===== src/rtl/bgr_ctrl_pkg.sv =====
// rtl/bgr_ctrl_pkg.sv - shared state encoding and reset constants for the bandgap start-up sequencer
package bgr_ctrl_pkg;

  typedef enum logic [2:0] {
    ST_IDLE,
    ST_KICK,
    ST_SETTLE,
    ST_CHECK,
    ST_READY,
    ST_FAULT
  } bgr_state_e;

  // Mid-scale ladder code so an untrimmed core starts near nominal.
  localparam int TRIM_RST = 16;

endpackage


===== src/rtl/bgr_ch_seq.sv =====
// rtl/bgr_ch_seq.sv - one bandgap channel: vbg_ok synchroniser, start-up FSM, counters and trim register
module bgr_ch_seq
  import bgr_ctrl_pkg::*;
#(
  parameter int TRIM_W     = 5,
  parameter int PULSE_CYC  = 16,
  parameter int SETTLE_CYC = 256,
  parameter int MAX_RETRY  = 3
) (
  input  logic              clk,
  input  logic              rst_n,
  input  logic              en,
  input  logic              vbg_ok,
  input  logic [TRIM_W-1:0] trim_in,
  input  logic              trim_load,
  output logic              porst,
  output logic [TRIM_W-1:0] trim_out,
  output logic              ready,
  output logic              fault,
  output logic              busy
);

  localparam int CNT_MAX = (PULSE_CYC > SETTLE_CYC) ? PULSE_CYC : SETTLE_CYC;
  localparam int CNT_W   = $clog2(CNT_MAX) + 1;
  localparam int RTY_W   = $clog2(MAX_RETRY) + 1;

  localparam logic [CNT_W-1:0]  PULSE_LD   = CNT_W'(PULSE_CYC - 1);
  localparam logic [CNT_W-1:0]  SETTLE_LD  = CNT_W'(SETTLE_CYC - 1);
  localparam logic [RTY_W-1:0]  RTY_MAX    = RTY_W'(MAX_RETRY);
  localparam logic [TRIM_W-1:0] TRIM_RST_V = TRIM_W'(TRIM_RST);

  bgr_state_e        state_q, state_d;
  logic [CNT_W-1:0]  cnt_q, cnt_d;
  logic [RTY_W-1:0]  retry_q, retry_d;
  logic [TRIM_W-1:0] trim_q, trim_d;
  logic              sync1_q, ok_s_q;
  logic              porst_q, ready_q, fault_q, busy_q;
  logic              retry_left;

  assign retry_left = (retry_q < RTY_MAX);

  always_comb begin
    state_d = state_q;
    cnt_d   = (cnt_q != '0) ? cnt_q - 1'b1 : cnt_q;
    retry_d = retry_q;
    trim_d  = trim_load ? trim_in : trim_q;

    unique case (state_q)
      ST_IDLE: begin
        if (en) begin
          state_d = ST_KICK;
          cnt_d   = PULSE_LD;
        end
      end
      ST_KICK: begin
        if (cnt_q == '0) begin
          state_d = ST_SETTLE;
          cnt_d   = SETTLE_LD;
        end
      end
      ST_SETTLE: begin
        if (trim_load) begin
          cnt_d = SETTLE_LD;
        end else if (cnt_q == '0) begin
          state_d = ST_CHECK;
        end
      end
      ST_CHECK, ST_READY: begin
        // A trim update in READY re-settles the core instead of re-kicking it.
        if (state_q == ST_READY && trim_load) begin
          state_d = ST_SETTLE;
          cnt_d   = SETTLE_LD;
        end else if (ok_s_q) begin
          state_d = ST_READY;
        end else if (retry_left) begin
          state_d = ST_KICK;
          cnt_d   = PULSE_LD;
          retry_d = retry_q + 1'b1;
        end else begin
          state_d = ST_FAULT;
        end
      end
      ST_FAULT: state_d = ST_FAULT;
      default:  state_d = ST_IDLE;
    endcase

    if (!en) begin
      state_d = ST_IDLE;
      cnt_d   = '0;
      retry_d = '0;
    end
  end

  always_ff @(posedge clk or negedge rst_n) begin
    if (!rst_n) begin
      sync1_q <= 1'b0;
      ok_s_q  <= 1'b0;
      state_q <= ST_IDLE;
      cnt_q   <= '0;
      retry_q <= '0;
      trim_q  <= TRIM_RST_V;
      porst_q <= 1'b0;
      ready_q <= 1'b0;
      fault_q <= 1'b0;
      busy_q  <= 1'b0;
    end else begin
      sync1_q <= vbg_ok;
      ok_s_q  <= sync1_q;
      state_q <= state_d;
      cnt_q   <= cnt_d;
      retry_q <= retry_d;
      trim_q  <= trim_d;
      porst_q <= (state_d == ST_KICK);
      ready_q <= (state_d == ST_READY);
      fault_q <= (state_d == ST_FAULT);
      busy_q  <= (state_d == ST_KICK) || (state_d == ST_SETTLE) || (state_d == ST_CHECK);
    end
  end

  assign porst    = porst_q;
  assign trim_out = trim_q;
  assign ready    = ready_q;
  assign fault    = fault_q;
  assign busy     = busy_q;

endmodule


===== src/rtl/bgr_startup_ctrl.sv =====
// rtl/bgr_startup_ctrl.sv - start-up and trim sequencer for a bank of bandgap reference cores
module bgr_startup_ctrl
  import bgr_ctrl_pkg::*;
#(
  parameter int NUM_CH     = 4,
  parameter int TRIM_W     = 5,
  parameter int PULSE_CYC  = 16,
  parameter int SETTLE_CYC = 256,
  parameter int MAX_RETRY  = 3
) (
  input  logic                     clk,
  input  logic                     rst_n,
  input  logic [NUM_CH-1:0]        en,
  input  logic [NUM_CH-1:0]        vbg_ok,
  input  logic [NUM_CH*TRIM_W-1:0] trim_in,
  input  logic [NUM_CH-1:0]        trim_load,
  output logic [NUM_CH-1:0]        porst,
  output logic [NUM_CH*TRIM_W-1:0] trim_out,
  output logic [NUM_CH-1:0]        ready,
  output logic [NUM_CH-1:0]        fault,
  output logic                     busy
);

  logic [NUM_CH-1:0] busy_ch;

  for (genvar i = 0; i < NUM_CH; i++) begin : g_ch
    bgr_ch_seq #(
      .TRIM_W    (TRIM_W),
      .PULSE_CYC (PULSE_CYC),
      .SETTLE_CYC(SETTLE_CYC),
      .MAX_RETRY (MAX_RETRY)
    ) u_ch (
      .clk      (clk),
      .rst_n    (rst_n),
      .en       (en[i]),
      .vbg_ok   (vbg_ok[i]),
      .trim_in  (trim_in[i*TRIM_W +: TRIM_W]),
      .trim_load(trim_load[i]),
      .porst    (porst[i]),
      .trim_out (trim_out[i*TRIM_W +: TRIM_W]),
      .ready    (ready[i]),
      .fault    (fault[i]),
      .busy     (busy_ch[i])
    );
  end

  // Per-channel busy flags are already registered, so the OR adds no latency.
  assign busy = |busy_ch;

endmodule


===== config.mk =====
export PLATFORM = sky130hd
export DESIGN_NAME = bgr_startup_ctrl
export DESIGN_NICKNAME = d
export VERILOG_FILES = /design/src/rtl/bgr_ctrl_pkg.sv /design/src/rtl/bgr_ch_seq.sv /design/src/rtl/bgr_startup_ctrl.sv
export SDC_FILE = /design/constraint.sdc
export NUM_CORES = 1
export LEC_CHECK = 0
export CAP_MARGIN = 20
export CELL_PAD_IN_SITES_DETAIL_PLACEMENT = 1
export CELL_PAD_IN_SITES_GLOBAL_PLACEMENT = 2
export CORE_MARGIN = 2
export CORE_UTILIZATION = 35
export CTS_CLUSTER_DIAMETER = 200
export DETAILED_ROUTE_END_ITERATION = 10
export PLACE_DENSITY_LB_ADDON = 0.25
export SLEW_MARGIN = 0
export SYNTH_ARGS = -nofsm -noshare
export SYNTH_HDL_FRONTEND = slang
export SYNTH_SLANG_ARGS = --single-unit

===== constraint.sdc =====
create_clock -name clk -period 2.87 [get_ports clk]
set_clock_uncertainty 0.15 [all_clocks]
set_input_delay 0.861 -clock clk [delete_from_list [all_inputs] [get_ports clk]]
set_output_delay 0.861 -clock clk [all_outputs]
set_load 0.02 [all_outputs]

==> reports/metrics.cfg, run 1 <==
[power]
p_leak_nw=2.89
seqPwrFrac_pct=41.1
p_per_area_nw_per_um2=666
power.switching_w=0.00153
switching_share_pct=33.9
clockPowerShare_pct=28.5
p_total_w=0.00453
internal_power_w=0.00299
combPwrFrac_pct=30.4
ir_worst_vdd_v=0.000308

[cells_and_area]
drive_above_1_share_pct=10.6
layout.cells.most_common=dfrtp_1
diodes=0
finalNonFillerCells=877
final_cell_mix=dfrtp_1, clkdlybuf4s50_1, nor2_1, a21oi_1, nand2_1
final_cell_area_sq_um=6800
syn_to_final_growth_pct=20.2
nets=702

[clocking]
cts_root_buf=clkbuf_16
cts_tree=yes
h-tree-depth=3
cts_resized=1
cts.hold.buffers_added=0
cts.sinks=104
max-clock-path-buffers=2
clk_pin_slew_ns=0.07
cts_buffers=9
clk_latency_ns=0.35
cts_setup_buffers=0

[placed_design]
dpl.cell_count=861
port_buffers=66
post-dp-hpwl_um=10800
pre_cts_slack_ns=0.170
routabilityCongestion=0.787
post_dp_cell_area_sq_um=6490

[route]
routed_wl_um=14600
viasPerCell=5.28
dr.pass1.iters=4
wl_per_cell_um=16.7
drt_iter0_drc=285
drc=0
vias=4633
drtAntennaViolNets=0

[worst_setup_path]
path_buf_inv=1
crit_family=simple AND/OR/NAND/NOR gates
r2r_cells=10
critPathCaptureType=primary output
crit_type=reg2out
critPathMaxFanout=1
cp_slowest_cell=or4_1
r2r_end=g_ch[1].u_ch.cnt_q[0]
crit_path_start=g_ch[0].u_ch.busy
cp.arrival_ns=1.60
critPathLaunchType=flop
critical_path_depth=2
regToRegSetupSlack_ns=0.27
slowest_delay_ns=0.54
endpoint=busy
r2r-start=g_ch[1].u_ch.cnt_q[0]
cp.required_ns=1.86
critical_path.cell_chain=or4_1 -> dlygate4sd2_1

[timing]
fin_ws_ns=0.255
worst_slew_pin_slew_ns=0.626
setup_tns_ns=0
slew_violations=0
report.final.setup_viol=0
period_share_pct=91.1
hold_viol_final=0
max_freq_mhz=382
period_needed_ns=2.62
rsz0062_at_grt=false
slew-limit-headroom_pct=58.2

[synth]
post-synth-top-area-cell=dfrtp_1
yosysSeqAreaShare_pct=46.1
syn_area_sq_um=5660
ys.warnings.count=0
synth_nets=651
ys_top_cells_by_area=dfrtp_1, a21oi_1, mux2_2
ys_types=63
synth_ff_type=dfrtp_1
synth_top_area_share_pct=44.2
postSynth.asyncResetShare_pct=100
synth_seq_cells=104
synth-edff-count=0
syn_inst=605
avgSynthCellArea_sq_um=9.35

[global_routing]
grt_pass1_wl_um=24800
grt_max_degree=50
grt_overflow=0
grt_antenna_before_repair=0
grt_pass1_vias=5019
grt_usage_pct=17.4

[min_path]
hold_class=reg2reg

[die]
initial_core_util_pct=35.7
die_w_um=131
dieArea_sq_um=17200
die_height_um=131
io_pins=67
num_rows=46
core_sq_um=15800

[flow_run]
max_cap_violations=0

[status]
status=finished clean

==> stage by stage <==
step | hold WS (ns) | utilization, %
floorplan | 0.181 | -
global placement | 0.182 | 41.0
detailed placement | 0.192 | 41.0
CTS | 0.209 | 42.9
global route | 0.210 | 42.9
finish | 0.205 | 42.9
==> how the worst min path moves through the flow <==
stage / depth (start not counted) / from / slack, ns / endpoint
2_1_floorplan: 0 / g_ch[0].u_ch.sync1_q / 0.18 / g_ch[0].u_ch.ok_s_q
3_3_place_gp: 0 / g_ch[0].u_ch.sync1_q / 0.18 / g_ch[0].u_ch.ok_s_q
3_5_place_dp: 0 / g_ch[2].u_ch.sync1_q / 0.19 / g_ch[2].u_ch.ok_s_q
4_1_cts: 0 / g_ch[2].u_ch.sync1_q / 0.21 / g_ch[2].u_ch.ok_s_q
5_1_grt: 0 / g_ch[2].u_ch.sync1_q / 0.21 / g_ch[2].u_ch.ok_s_q
6_report: 0 / g_ch[2].u_ch.sync1_q / 0.20 / g_ch[2].u_ch.ok_s_q
==> cells in the mapped netlist, types with 9 or more instances <==
cell and instances:
a21oi_1 58, and3_1 14, buf_4 14, clkbuf_1 22, dfrtp_1 100, ha_1 12
inv_1 26, mux2_2 21, nand2_1 46, nor2_1 58, nor2b_1 18, nor3_1 19
nor4_1 9, o21ai_0 31, xnor2_1 11
==> cell type report <==
type / instances / area [sq um]
fillers: 1816 / 9030
multi-input cells: 432 / 2720
flip-flops and latches: 104 / 2610
repair buffers: 82 / 790
well taps: 216 / 270
clock buffers: 12 / 256
inverters: 27 / 104
clock inverters: 4 / 52.6
==> state kept, by name, summed over array words and instances, names as in the netlist <==
register            flops
g_ch.u_ch.fault         4
g_ch.u_ch.ready         4
g_ch.u_ch.state_q      12
g_ch.u_ch.sync1_q       4
g_ch.u_ch.cnt_q        36
g_ch.u_ch.trim_out     20
g_ch.u_ch.busy          4
g_ch.u_ch.retry_q      12
g_ch.u_ch.ok_s_q        4
g_ch.u_ch.porst         4
==> metal layers <==
metal | part of all wire, % | track usage, % | wire [um]
met5 | 0 | 0 | 0
met4 | 0.79 | 3.86 | 115
met3 | 2.8 | 3.78 | 410
met2 | 50 | 30.1 | 7320
met1 | 46 | 22.4 | 6760
==> kinds of logic (layout without fill, tap and decap cells) <==
logic type / count (synthesis) / after routing / share of synthesized area, %
AND/OR/NAND/NOR: 206 / 206 / 18.5
AO/OA/AOI/OAI: 170 / 170 / 19.1
flip-flops: 104 / 104 / 46.1
adder cells (fa/ha/maj): 12 / 12 / 2.65
buffers and inverters: 69 / 125 / 5.84
multiplexers: 25 / 25 / 4.89
XOR/XNOR: 19 / 19 / 2.94
==> power by group through the flow <==
stage / Combinational [W] / Clock (W) / Sequential (W)
floorplan: 0.00102 / 0 / 0.00181
global placement: 0.00135 / 0 / 0.00187
detailed placement: 0.00138 / 0 / 0.00188
CTS: 0.00139 / 0.00133 / 0.00186
global route: 0.00155 / 0.00138 / 0.00189
finish: 0.00138 / 0.00129 / 0.00186
(Power assumes the default switching activity.)
==> run 2: changes to the inputs <==
- CAP_MARGIN: 20 -> default
==> results of run 2 <==
Same layout as run 1: the final DEF is identical, and so are final timing and power.
